$ cat config.mk
export PLATFORM = sky130hd
export DESIGN_NAME = ethernet_mmio_arbiter_flat
export DESIGN_NICKNAME = d
export VERILOG_FILES = /design/src/rtl/ethernet_mmio_arbiter_if.sv /design/src/rtl/ethernet_mmio_arbiter.sv /design/src/flat_wrapper.sv
export SDC_FILE = /design/constraint.sdc
export NUM_CORES = 1
export LEC_CHECK = 0
export CAP_MARGIN = 20
export CORE_AREA = 2 2 88 90
export CTS_CLUSTER_DIAMETER = 40
export DETAILED_ROUTE_END_ITERATION = 12
export DIE_AREA = 0 0 90 92
export DONT_BUFFER_PORTS = 1
export HOLD_SLACK_MARGIN = 0.12
export PLACE_DENSITY = 0.7
export SLEW_MARGIN = 20
export SYNTH_ARGS = -nofsm -noshare
export SYNTH_HDL_FRONTEND = slang
export SYNTH_SLANG_ARGS = --single-unit
$ cat constraint.sdc
create_clock -name clk_i -period 3.6 [get_ports clk_i]
set_input_delay 0.36 -clock clk_i [delete_from_list [all_inputs] [get_ports clk_i]]
set_output_delay 0.36 -clock clk_i [all_outputs]
set_load 0.05 [all_outputs]
$ cat src/rtl/ethernet_mmio_arbiter_if.sv
// Bundle of requester-side handshakes and the Ethernet controller register port.
// The arbiter connects through the slave modport; the environment (requesters
// plus controller) uses the master modport.
interface ethernet_mmio_arbiter_if #(
  parameter int data_width_p = 32,
  parameter int addr_width_p = 14,
  parameter int num_req_p    = 2
);
  localparam int mask_w = data_width_p / 8;

  logic [num_req_p-1:0]              req_v_i;
  logic [num_req_p-1:0]              req_ready_o;
  logic [num_req_p-1:0]              req_w_i;
  logic [num_req_p*addr_width_p-1:0] req_addr_i;
  logic [num_req_p*mask_w-1:0]       req_mask_i;
  logic [num_req_p*data_width_p-1:0] req_data_i;
  logic [num_req_p-1:0]              resp_v_o;
  logic [data_width_p-1:0]           resp_data_o;
  logic [num_req_p-1:0]              resp_yumi_i;
  logic [addr_width_p-1:0]           addr_o;
  logic                              write_en_o;
  logic                              read_en_o;
  logic [mask_w-1:0]                 write_mask_o;
  logic [data_width_p-1:0]           write_data_o;
  logic [data_width_p-1:0]           read_data_i;

  modport slave (
    input  req_v_i, req_w_i, req_addr_i, req_mask_i, req_data_i, resp_yumi_i, read_data_i,
    output req_ready_o, resp_v_o, resp_data_o, addr_o, write_en_o, read_en_o,
           write_mask_o, write_data_o
  );

  modport master (
    output req_v_i, req_w_i, req_addr_i, req_mask_i, req_data_i, resp_yumi_i, read_data_i,
    input  req_ready_o, resp_v_o, resp_data_o, addr_o, write_en_o, read_en_o,
           write_mask_o, write_data_o
  );
endinterface

$ cat src/rtl/ethernet_mmio_arbiter.sv
// Round-robin arbiter/sequencer sharing the Ethernet controller's synchronous-read
// register port between up to four requesters. One access is in flight at a time:
// grant in IDLE, strobe in ISSUE, capture late read data in CAPTURE, then hold the
// response in RESP until the owning requester takes it.
module ethernet_mmio_arbiter #(
  parameter int data_width_p = 32,
  parameter int addr_width_p = 14,
  parameter int num_req_p    = 2
) (
  input logic clk_i,
  input logic reset_i,
  ethernet_mmio_arbiter_if.slave bus
);
  localparam int mask_w = data_width_p / 8;
  localparam int id_w   = (num_req_p > 1) ? $clog2(num_req_p) : 1;
  localparam logic [id_w-1:0] last_id = id_w'(num_req_p - 1);

  localparam logic [1:0] IDLE    = 2'd0;
  localparam logic [1:0] ISSUE   = 2'd1;
  localparam logic [1:0] CAPTURE = 2'd2;
  localparam logic [1:0] RESP    = 2'd3;

  logic [1:0]              state_r;
  logic [id_w-1:0]         ptr_r;
  logic [id_w-1:0]         id_r;
  logic                    w_r;
  logic [addr_width_p-1:0] addr_r;
  logic [mask_w-1:0]       mask_r;
  logic [data_width_p-1:0] data_r;
  logic [data_width_p-1:0] resp_data_r;

  logic                    found;
  logic [id_w-1:0]         gnt_id;
  logic [id_w-1:0]         scan_id;
  logic [id_w-1:0]         ptr_next;
  logic                    accept;
  logic [num_req_p-1:0]    ready;
  logic [num_req_p-1:0]    resp_v;

  // Search for the first valid requester starting at the priority pointer, wrapping around.
  always_comb begin
    found   = 1'b0;
    gnt_id  = '0;
    scan_id = ptr_r;
    for (int i = 0; i < num_req_p; i++) begin
      if (!found && bus.req_v_i[scan_id]) begin
        found  = 1'b1;
        gnt_id = scan_id;
      end
      scan_id = (scan_id == last_id) ? '0 : scan_id + 1'b1;
    end
  end

  // A single requester leaves last_id at 0, so the pointer stays pinned at 0.
  assign ptr_next = (gnt_id == last_id) ? '0 : gnt_id + 1'b1;
  assign accept   = (state_r == IDLE) && found && !reset_i;

  // One-hot ready and response-valid vectors; both forced low while reset is asserted.
  always_comb begin
    ready  = '0;
    resp_v = '0;
    if (accept) ready[gnt_id] = 1'b1;
    if ((state_r == RESP) && !reset_i) resp_v[id_r] = 1'b1;
  end

  // Access sequencer: latch the granted request, strobe once, collect data, wait for yumi.
  always_ff @(posedge clk_i) begin
    if (reset_i) begin
      state_r     <= IDLE;
      ptr_r       <= '0;
      id_r        <= '0;
      w_r         <= 1'b0;
      addr_r      <= '0;
      mask_r      <= '0;
      data_r      <= '0;
      resp_data_r <= '0;
    end else begin
      case (state_r)
        IDLE: begin
          if (found) begin
            id_r    <= gnt_id;
            w_r     <= bus.req_w_i[gnt_id];
            addr_r  <= bus.req_addr_i[gnt_id*addr_width_p +: addr_width_p];
            mask_r  <= bus.req_mask_i[gnt_id*mask_w +: mask_w];
            data_r  <= bus.req_data_i[gnt_id*data_width_p +: data_width_p];
            ptr_r   <= ptr_next;
            state_r <= ISSUE;
          end
        end
        ISSUE: begin
          if (w_r) begin
            resp_data_r <= '0;
            state_r     <= RESP;
          end else begin
            state_r <= CAPTURE;
          end
        end
        CAPTURE: begin
          resp_data_r <= bus.read_data_i;
          state_r     <= RESP;
        end
        RESP: begin
          if (bus.resp_yumi_i[id_r]) state_r <= IDLE;
        end
        default: state_r <= IDLE;
      endcase
    end
  end

  // The latched fields only change on a grant, so the controller bus holds its last access.
  assign bus.req_ready_o  = ready;
  assign bus.resp_v_o     = resp_v;
  assign bus.resp_data_o  = reset_i ? '0 : resp_data_r;
  assign bus.addr_o       = reset_i ? '0 : addr_r;
  assign bus.write_mask_o = reset_i ? '0 : mask_r;
  assign bus.write_data_o = reset_i ? '0 : data_r;
  assign bus.write_en_o   = (state_r == ISSUE) && w_r && !reset_i;
  assign bus.read_en_o    = (state_r == ISSUE) && !w_r && !reset_i;
endmodule

$ cat src/flat_wrapper.sv
// flat-port wrapper written by rule: the top's interface ports become plain ports
module ethernet_mmio_arbiter_flat 
#(
  parameter int data_width_p = 32,
  parameter int addr_width_p = 14,
  parameter int num_req_p    = 2
)
  (clk_i, reset_i, bus_req_v_i, bus_req_w_i, bus_req_addr_i, bus_req_mask_i, bus_req_data_i, bus_resp_yumi_i, bus_read_data_i, bus_req_ready_o, bus_resp_v_o, bus_resp_data_o, bus_addr_o, bus_write_en_o, bus_read_en_o, bus_write_mask_o, bus_write_data_o);
  ethernet_mmio_arbiter_if #(.data_width_p(data_width_p), .addr_width_p(addr_width_p), .num_req_p(num_req_p)) bus_i ();
  input logic clk_i;
  input logic reset_i;
  input wire logic [$bits(bus_i.req_v_i)-1:0] bus_req_v_i;
  input wire logic [$bits(bus_i.req_w_i)-1:0] bus_req_w_i;
  input wire logic [$bits(bus_i.req_addr_i)-1:0] bus_req_addr_i;
  input wire logic [$bits(bus_i.req_mask_i)-1:0] bus_req_mask_i;
  input wire logic [$bits(bus_i.req_data_i)-1:0] bus_req_data_i;
  input wire logic [$bits(bus_i.resp_yumi_i)-1:0] bus_resp_yumi_i;
  input wire logic [$bits(bus_i.read_data_i)-1:0] bus_read_data_i;
  output wire logic [$bits(bus_i.req_ready_o)-1:0] bus_req_ready_o;
  output wire logic [$bits(bus_i.resp_v_o)-1:0] bus_resp_v_o;
  output wire logic [$bits(bus_i.resp_data_o)-1:0] bus_resp_data_o;
  output wire logic [$bits(bus_i.addr_o)-1:0] bus_addr_o;
  output wire logic [$bits(bus_i.write_en_o)-1:0] bus_write_en_o;
  output wire logic [$bits(bus_i.read_en_o)-1:0] bus_read_en_o;
  output wire logic [$bits(bus_i.write_mask_o)-1:0] bus_write_mask_o;
  output wire logic [$bits(bus_i.write_data_o)-1:0] bus_write_data_o;
  assign bus_i.req_v_i = bus_req_v_i;
  assign bus_i.req_w_i = bus_req_w_i;
  assign bus_i.req_addr_i = bus_req_addr_i;
  assign bus_i.req_mask_i = bus_req_mask_i;
  assign bus_i.req_data_i = bus_req_data_i;
  assign bus_i.resp_yumi_i = bus_resp_yumi_i;
  assign bus_i.read_data_i = bus_read_data_i;
  assign bus_req_ready_o = bus_i.req_ready_o;
  assign bus_resp_v_o = bus_i.resp_v_o;
  assign bus_resp_data_o = bus_i.resp_data_o;
  assign bus_addr_o = bus_i.addr_o;
  assign bus_write_en_o = bus_i.write_en_o;
  assign bus_read_en_o = bus_i.read_en_o;
  assign bus_write_mask_o = bus_i.write_mask_o;
  assign bus_write_data_o = bus_i.write_data_o;
  ethernet_mmio_arbiter #(.data_width_p(data_width_p), .addr_width_p(addr_width_p), .num_req_p(num_req_p)) u_core (.clk_i(clk_i), .reset_i(reset_i), .bus(bus_i));
endmodule
; ---- Yosys cells after proc, flatten, opt, wreduce, memory -nomap -nowiden
; Index checks and enable logic that the tools add are counted.
[totals]
output_inout_bits = 88
word_cells = 74
inputBits = 140
register_bits = 87
[op_classes]
add_sub_neg = 2
n_eq_ne = 6
multipliers = 1
mux = 30
shifts = 3
magnitude_cmp = 6
reduce_logical = 18
[op_table]
columns = cell, count
row1 = two-way mux 32 bit, 3
row2 = case mux 32 bit (2 select lines), 1
row3 = indexed part select 64 x 7 -> 32 bit, 1
row4 = indexed part select 28 x 6 -> 14 bit, 1
row5 = two-way mux 1 bit, 17
row6 = two-way mux 14 bit, 1
row7 = logical AND 1 bit, 10
row8 = < comparator 1 x 2 -> 1 bit (second input constant), 4
row9 = two-way mux 2 bit, 4
row10 = case mux 2 bit (4 select lines), 1
row11 = indexed part select 8 x 4 -> 4 bit, 1
row12 = AND reduction 2 bit, 3
row13 = equality test 2 bit (second input constant), 2
row14 = multiplier 1 x 3 -> 4 bit (second input constant), 1
row15 = two-way mux 4 bit, 1
row16 = != test 2 x 1 -> 1 bit (second input constant), 2
row17 = zero test 1 bit, 3
row18 = adder 1 bit (second input constant), 2
row19 = demux 1 bit (select 1 bit), 2
row20 = equality test 2 x 1 -> 1 bit (second input constant), 1
row21 = >= comparator 1 bit (second input constant), 2
row22 = zero test 2 bit, 1
row23 = != test 2 bit (second input constant), 1
row24 = nonzero test 2 bit, 1

; ---- Logic depth before layout (Yosys ltp)
; Gate-level depths: netlist of run 1.
[logic_depth]
word_depth = 11
depth_mapped = 7
ltp_nobuf = 5

; ---- Worst setup path after synthesis of run 1
; Ideal clock, no wire load.
[synth_timing]
path_kind = input to output
from = input port reset_i
to = output port bus_read_en_o
path_slack_ns = 1.354
arrival_ns = 1.886
n_path_buf = 2
path_stages = 3
required_time_ns = 3.240
cell_sequence = clkbuf_1 > clkbuf_1 > nor3b_1
[synth_between]
elab_chain_len = 2
[synth_rtl]
columns = element, line_no
row1 = from (decl), flat_wrapper.sv:11  ; input logic reset_i;
row2 = zero test 1 bit, ethernet_mmio_arbiter.sv:118  ; assign bus.read_en_o = (state_r == ISSUE) && !w_r && !reset_i;
row3 = logical AND 1 bit, ethernet_mmio_arbiter.sv:118
row4 = to (decl), flat_wrapper.sv:24  ; output wire logic [$bits(bus_i.read_en_o)-1:0] bus_read_en_o;
; No other way between the ends.

; ---- Final worst setup path of run 1
[layout_timing]
from = register u_core.state_r[1]
to = output port bus_write_en_o
[layout_between]
elab_chain_len = 3
[layout_rtl]
columns = element, line_no
row1 = from (decl), ethernet_mmio_arbiter.sv:23  ; logic [1:0] state_r;
row2 = from (signal assigned), ethernet_mmio_arbiter.sv:69  ; state_r <= IDLE;
row3 = from (signal assigned), ethernet_mmio_arbiter.sv:87  ; state_r <= ISSUE;
row4 = from (signal assigned), ethernet_mmio_arbiter.sv:93  ; state_r <= RESP;
row5 = equality test 2 x 1 -> 1 bit, ethernet_mmio_arbiter.sv:117  ; assign bus.write_en_o = (state_r == ISSUE) && w_r && !reset_i;
row6 = logical AND 1 bit (2 in a row), ethernet_mmio_arbiter.sv:117
row7 = to (decl), flat_wrapper.sv:23  ; output wire logic [$bits(bus_i.write_en_o)-1:0] bus_write_en_o;
; No other way between the ends.

==> flow_summary.yaml, run 1 <==
floorplan:
  num_rows: 32
  ios: 228
  die-area_sq_mm: 0.00828
  die_w_um: 90
  die_y_um: 92
  core_area_sq_mm: 0.00745
  initial_core_util_pct: 53.9
detailed_routing:
  via_count: 3030
  routedWlPerCell_um: 17.7
  drt_iter0_drc: 85
  dr.pass1.iters: 4
  wl_um: 9420
  remaining_drc_errors: 0
  viasPerCell: 5.71
  drtAntennaViolNets: 0
setup_path:
  start_kind: "register"
  crit_arrival_ns: 1.90
  crit_type: "reg -> out"
  crit_path_max_fanout: 5
  required_ns: 3.24
  critical_path.endpoint_type: "primary output"
global_route:
  use_met2_pct: 38.8
  use_met3_pct: 5.26
  grt_max_degree: 97
  grt_use_met1_pct: 26.4
  grt_pass1_vias: 2991
  track_usage_pct: 22.3
  busiest_layer: "met2"
  antenna_found_initial: 0
  grt_overflow: 0
  grt_pass1_wl_um: 14800
power:
  power.density_mw_per_mm2: 707
  p_leak_nw: 1.88
  p_sw_share_pct: 37.1
  p_comb_share_pct: 33.6
  netSwitchingPower_w: 0.00112
  ir_drop_mv: 0.359
  internal-power_w: 0.00190
  share_seq_of_total_power_pct: 39.6
  p_clk_share_pct: 26.8
synth:
  synth_compound_area_share_pct: 18.8
  synthFlopType: "dfxtp_1"
  synth_mux_area_share_pct: 0.780
  syn-instance-count: 443
  syn_nets: 588
  synthAdderAreaFrac_pct: 1.56
  synth_top_family_by_area: "simple AND/OR/NAND/NOR gates"
  synth_xor_area_share_pct: 0
  ys_seq_area_share_pct: 43.4
  async_reset_ff_share_pct: 0
  synth_area_sq_mm: 0.00401
  synth_edf_count: 0
  avgSynthCellArea_sq_um: 9.05
  ys_ff_latch: 87
  synth_cell_types: 28
  yosysWarnings: 0
  yosys.area_share.simple_pct: 27.1
timing:
  finClkSkew_ns: 0.0109
  fin_crit_ns: 2.26
  finalCritPeriodShare_pct: 62.8
  hold_viol: 0
  timing.fmax_mhz: 442
  slew_viol_final: 0
  slew_headroom_pct: 24.7
  hold_ws_ns: 0.138
  worst_pin_slew_ns: 1.13
  rsz0062_at_grt: "no"
  setup_tns_ns: 0
  setup_viol: 0
outcome:
  status: "complete, no violations"
cts:
  numClockSinks: 87
  clk_pin_slew_ns: 0.09
  root_buffer: "clkbuf_8"
  cts_made_buffers: 9
  clock_path_buffers: 2
  cts_tree: "yes"
  worst_skew_pair.late_latency_ns: 0.35
  cts-htree-levels: 3
finish:
  final_cell_mix: "dfxtp_1, nor2b_1, and2_1, a221o_1, nand2b_1"
  antenna_cells: 0
  layoutNonFillerInstCount: 531
  final_common_cell: "dfxtp_1"
  drive_gt1_share_pct: 6.06
  nets: 569
  final_cell_area_sq_mm: 0.00427
  area_growth_pct: 6.52
flow_run:
  drv_cap: 0
place:
  portBuffers: 0
  dpl_cell_area_sq_mm: 0.00399
  dp_cells: 511
  hpwl_um: 6560
  place_congestion: 0.810
min_path:
  hold_class: "in -> reg"
[cell usage after synthesis (2+ instances only)]
master	n	area share (%)
nor3b_1	4	0.75
nand2b_1	36	5.6
mux2i_1	2	0.50
ha_1	5	1.6
buf_2	13	1.6
a221o_1	48	12
and2_1	48	7.5
buf_6	6	1.7
o21ai_0	35	4.4
clkbuf_1	16	1.5
nand2_1	2	0.19
a21o_1	3	0.56
dfxtp_1	87	43
a21oi_1	2	0.25
nand3_1	33	4.1
buf_1	3	0.28
a32oi_1	3	0.66
inv_1	34	3.2
nor2b_1	54	8.4
[registers in the layout (all words and copies together), names as in the netlist]
name,count
u_core.resp_data_r,32
u_core.data_r,32
u_core.w_r,1
u_core.state_r,2
u_core.mask_r,4
u_core.id_r,1
u_core.addr_r,14
u_core.ptr_r,1
[layer usage]
metal | routed length (um) | up-vias
li1 | - | 1477
met1 | 4040 | 1397
met2 | 4550 | 140
met3 | 637 | 16
met4 | 187 | 0
met5 | 0 | -
[power by group through the flow]
stage          Combinational (W)  Sequential (W)  Clock, W
2_1_floorplan           0.000932         0.00120         0
3_3_place_gp            0.000995         0.00121         0
3_5_place_dp             0.00101         0.00122         0
4_1_cts                  0.00102         0.00120  0.000826
5_1_grt                  0.00110         0.00122  0.000866
6_report                 0.00102         0.00120  0.000809
[cell type report]
class | instances | area, sq um
fillers | 691 | 3170
multi-input cells | 284 | 1970
flip-flops and latches | 87 | 1740
clock buffers | 11 | 131
inverters | 34 | 128
well taps | 102 | 128
clock inverters | 5 | 106
repair buffers | 8 | 70.1
[critical path, stage by stage (launching register included)]
cell and delay (ns):
dfxtp_1 0.35, inv_1 0.11, ha_1 0.19, and2_1 0.14
nor2b_1 0.76
[path summary, 6_finish.rpt]
kind / from / endpoint / slack, ns / cells past startpoint
worst max-delay path: u_core.state_r[1] / bus_write_en_o / 1.34 / 4
worst min-delay path: bus_read_data_i[27] / u_core.resp_data_r[27] / 0.14 / 2
worst max register to register: u_core.state_r[0] / u_core.data_r[18] / 1.42 / 5
worst min register to register: u_core.resp_data_r[26] / u_core.resp_data_r[26] / 0.50 / 2
[logic make-up (layout without fill, tap and decap cells)]
group                    Yosys count  after routing
AND/OR/NAND/NOR                  180            180
AO/OA/AOI/OAI                     96             96
flip-flops                        87             87
buffers and inverters             72             58
adder cells (fa/ha/maj)            5              5
multiplexers                       3              3
[what timing repair did]
item                                   in CTS  in global routing
resized for setup                           0                  0
buffers inserted                            0                  0
hold buffers                                4                  0
endpoints found under the hold margin       4                  0
[metrics by stage]
stage / util [%] / worst slack, ns / total power, W
2_1_floorplan: - / 1.35 / 0.00213
3_3_place_gp: 53.6 / 1.51 / 0.00221
3_5_place_dp: 53.6 / 1.44 / 0.00223
4_1_cts: 57.3 / 1.29 / 0.00304
5_1_grt: 57.4 / 1.23 / 0.00318
6_report: 57.4 / 1.34 / 0.00302
Note: power is estimated with default switching activity, not from simulation.
==> run 2, diff against run 1 <==
--- a/config.mk
+++ b/config.mk
@@ -6,13 +6,13 @@
 export NUM_CORES = 1
 export LEC_CHECK = 0
 export CAP_MARGIN = 20
-export CORE_AREA = 2 2 88 90
+export CORE_AREA = 2 2 87 89
 export CTS_CLUSTER_DIAMETER = 40
 export DETAILED_ROUTE_END_ITERATION = 12
-export DIE_AREA = 0 0 90 92
+export DIE_AREA = 0 0 89 91
 export DONT_BUFFER_PORTS = 1
 export HOLD_SLACK_MARGIN = 0.12
-export PLACE_DENSITY = 0.7
+export PLACE_DENSITY = 0.74
 export SLEW_MARGIN = 20
 export SYNTH_ARGS = -nofsm -noshare
 export SYNTH_HDL_FRONTEND = slang
==> constraint.sdc (replaced) <==
create_clock -name clk_i -period 1.9 [get_ports clk_i]
set_input_delay 0.19 -clock clk_i [delete_from_list [all_inputs] [get_ports clk_i]]
set_output_delay 0.19 -clock clk_i [all_outputs]
set_load 0.05 [all_outputs]
==> run 2 against run 1 <==
  * Synthesized cell count did not move
  * Synthesized area unchanged
  * The run now fails in clock tree synthesis (4_1_cts)
==> flow_summary.yaml, run 2 <==
cts:
  cts_made_buffers: 9
  numClockSinks: 87
  root_buffer: "clkbuf_8"
  cts-htree-levels: 3
  hold_buffers: 117
  post-cts-setup-buffers: 0
  clock_path_buffers: 2
  ctsResizeCount: 1
synth:
  synth_top_family_by_area: "simple AND/OR/NAND/NOR gates"
  yosys-top-cells-area: "dfxtp_1, a221o_1, nor2b_1"
  async_reset_ff_share_pct: 0
  avgSynthCellArea_sq_um: 9.05
  synth_edf_count: 0
  yosysWarnings: 0
  synth_mux_area_share_pct: 0.780
  synthAdderAreaFrac_pct: 1.56
  synthTopCellsByCount: "dfxtp_1, nor2b_1, a221o_1, and2_1, nand2b_1"
  syn_nets: 588
  synth_largest_area_cell: "dfxtp_1"
  synth_area_sq_mm: 0.00401
  synth_xor_area_share_pct: 0
  yosys.area_share.simple_pct: 27.1
  syn-instance-count: 443
  synth_top_area_share_pct: 43.4
  synthFlopType: "dfxtp_1"
  synth.most_common_cell: "dfxtp_1"
  ys_ff_latch: 87
  synth_compound_area_share_pct: 18.8
  ys_seq_area_share_pct: 43.4
  synth_cell_types: 28
place:
  portBuffers: 0
  hpwl_um: 7130
  place_congestion: 0.851
outcome:
  status: "stopped before the end"
  error_line: "[ERROR RSZ-0060] Max buffer count reached."
  stop_stage: "clock tree synthesis (4_1_cts)"
floorplan:
  ios: 228
  die_y_um: 91
  initial_core_util_pct: 56.2
  num_rows: 31
  die_w_um: 89
## run 2: cell counts after synthesis
Identical to the previous run, type by type.
## run 2: logic make-up after synthesis
group	count (synthesis)
AO/OA/AOI/OAI	96
multiplexers	3
adder cells (fa/ha/maj)	5
buffers and inverters	72
AND/OR/NAND/NOR	180
flip-flops	87
## run 2: stage by stage
step	area, sq um	instances	utilization [%]	hold slack, ns	worst slack, ns
after floorplan	4020	443	-	0.307	0.253
after global placement	4450	566	62.3	0.288	0.253
after detailed placement	4450	566	62.3	0.295	0.173
==> run 3, diff against run 2 <==
--- a/config.mk
+++ b/config.mk
@@ -6,13 +6,10 @@
 export NUM_CORES = 1
 export LEC_CHECK = 0
 export CAP_MARGIN = 20
-export CORE_AREA = 2 2 87 89
-export CTS_CLUSTER_DIAMETER = 40
+export CORE_UTILIZATION = 40
 export DETAILED_ROUTE_END_ITERATION = 12
-export DIE_AREA = 0 0 89 91
 export DONT_BUFFER_PORTS = 1
-export HOLD_SLACK_MARGIN = 0.12
-export PLACE_DENSITY = 0.74
+export PLACE_DENSITY_LB_ADDON = 0.15
 export SLEW_MARGIN = 20
 export SYNTH_ARGS = -nofsm -noshare
 export SYNTH_HDL_FRONTEND = slang
==> constraint.sdc (replaced) <==
create_clock -name clk_i -period 2.5 [get_ports clk_i]
set_input_delay 0.25 -clock clk_i [delete_from_list [all_inputs] [get_ports clk_i]]
set_output_delay 0.25 -clock clk_i [all_outputs]
set_load 0.05 [all_outputs]
==> run 3 against run 2 <==
  * The run now ends clean
==> flow_summary.yaml, run 3 (synthesis results as in run 1) <==
finish:
  final_cell_mix: "dfxtp_1, buf_4, nor2b_1"
  largestRegisters: "u_core.data_r (32), u_core.resp_data_r (32), u_core.addr_r (14)"
  final_common_cell: "dfxtp_1"
  area_growth_pct: 17.4
  nets: 622
  drive_gt1_share_pct: 17.0
  antenna_cells: 0
power:
  ir_drop_mv: 0.457
  p_leak_nw: 2.16
  power.density_mw_per_mm2: 943
detailed_routing:
  drt_iter0_drc: 106
  drtAntennaViolNets: 0
  remaining_drc_errors: 0
  dr.pass1.iters: 6
  wl_um: 10000
  via_count: 3204
  viasPerCell: 5.21
  routedWlPerCell_um: 16.3
floorplan:
  num_rows: 36
  die-area_sq_mm: 0.0104
  die_w_um: 102
  die_y_um: 102
  core_area_sq_mm: 0.00973
  ios: 228
  initial_core_util_pct: 41.2
cts:
  clk_pin_slew_ns: 0.09
  root_buffer: "clkbuf_8"
  ctsResizeCount: 0
  numClockSinks: 87
  cts_tree: "yes"
  clock_path_buffers: 2
  cts_made_buffers: 9
  cts-htree-levels: 3
  worst_skew_pair.late_latency_ns: 0.34
place:
  place_congestion: 0.778
  dp_slack_ns: 0.513
  hpwl_um: 6830
  portBuffers: 0
setup_path:
  crit_path_max_fanout: 18
  required_ns: 2.79
  critical_path.endpoint_type: "register"
  crit_type: "reg -> reg"
  ff2ff_path_depth: 5
  crit_arrival_ns: 2.58
  start_kind: "register"
min_path:
  hold_class: "in -> reg"
  min_path_cells: 1
timing:
  slew_headroom_pct: 54.9
  setup_tns_ns: 0
  finClkSkew_ns: 0.0101
  hold_viol: 0
  rsz0062_at_grt: "no"
  setup_viol: 0
  finalCritPeriodShare_pct: 91.4
  fin_crit_ns: 2.28
  worst_pin_slew_ns: 0.677
  timing.fmax_mhz: 438
  slew_viol_final: 0
  setup_ws_ns: 0.216
global_route:
  grt_max_degree: 97
  grt_pass1_vias: 2788
  track_usage_pct: 18.0
  grt_overflow: 0
  grt_pass1_wl_um: 14500
  antenna_found_initial: 0
flow_run:
  drv_cap: 0
outcome:
  status: "complete, no violations"
run 3: path summary, 6_finish.rpt:
| check | from | to | slack (ns) |
|---|---|---|---|
| setup / recovery | u_core.state_r[0] | u_core.data_r[0] | 0.22 |
| hold / removal | bus_req_data_i[42] | u_core.data_r[10] | 0.03 |
| setup reg to reg | u_core.state_r[0] | u_core.data_r[0] | 0.22 |
| hold reg to reg | u_core.resp_data_r[11] | u_core.resp_data_r[11] | 0.51 |
run 3: worst max-delay path, stage by stage, from the launching register on:
cell           delay [ns]
dfxtp_1              0.35
inv_1                0.13
ha_1                 0.28
and4b_2              0.73
o2bb2ai_1            0.18
dlygate4sd3_1        0.56
run 3: metrics by stage:
step	hold WS [ns]	instance area [sq um]	utilization (%)	power, W	cells
after detailed placement	0.349	4480	46.0	0.00346	597
after global placement	0.348	4480	46.0	0.00343	597
final	0.0330	4710	48.4	0.00444	615
after global routing	0.00672	4710	48.4	0.00471	615
after floorplan	0.367	4010	-	0.00307	443
after CTS	0.0108	4710	48.4	0.00449	615
run 3: area by class of cell:
type                            count  area, sq um
Clock buffer                       12          155
Sequential cell                    87         1740
Tap cell                          133          166
Multi-Input combinational cell    284         1960
Clock inverter                      4         53.8
Fill cell                         989         5020
Inverter                           34          128
Timing Repair Buffer               61          500
run 3: repair_timing:
item                       4_1_cts  5_1_grt
hold endpoints to repair         1        0
setup buffers                    0        0
setup endpoints to repair        0        0
hold buffers                     2        0
run 3: power breakdown:
part           switching [W]  leakage (nW)  internal [W]
Combinational        0.00110          1.35      0.000611
Clock               0.000487        0.0988      0.000519
Sequential         0.0000727         0.711       0.00165
run 3: routing by layer:
metal / wire (um) / GRT usage, % / share of wire (%)
met5: 0 / 0 / 0
met4: 120 / 5.16 / 1.2
met3: 812 / 6.16 / 8.1
met2: 4860 / 30.8 / 48
met1: 4260 / 21.4 / 42
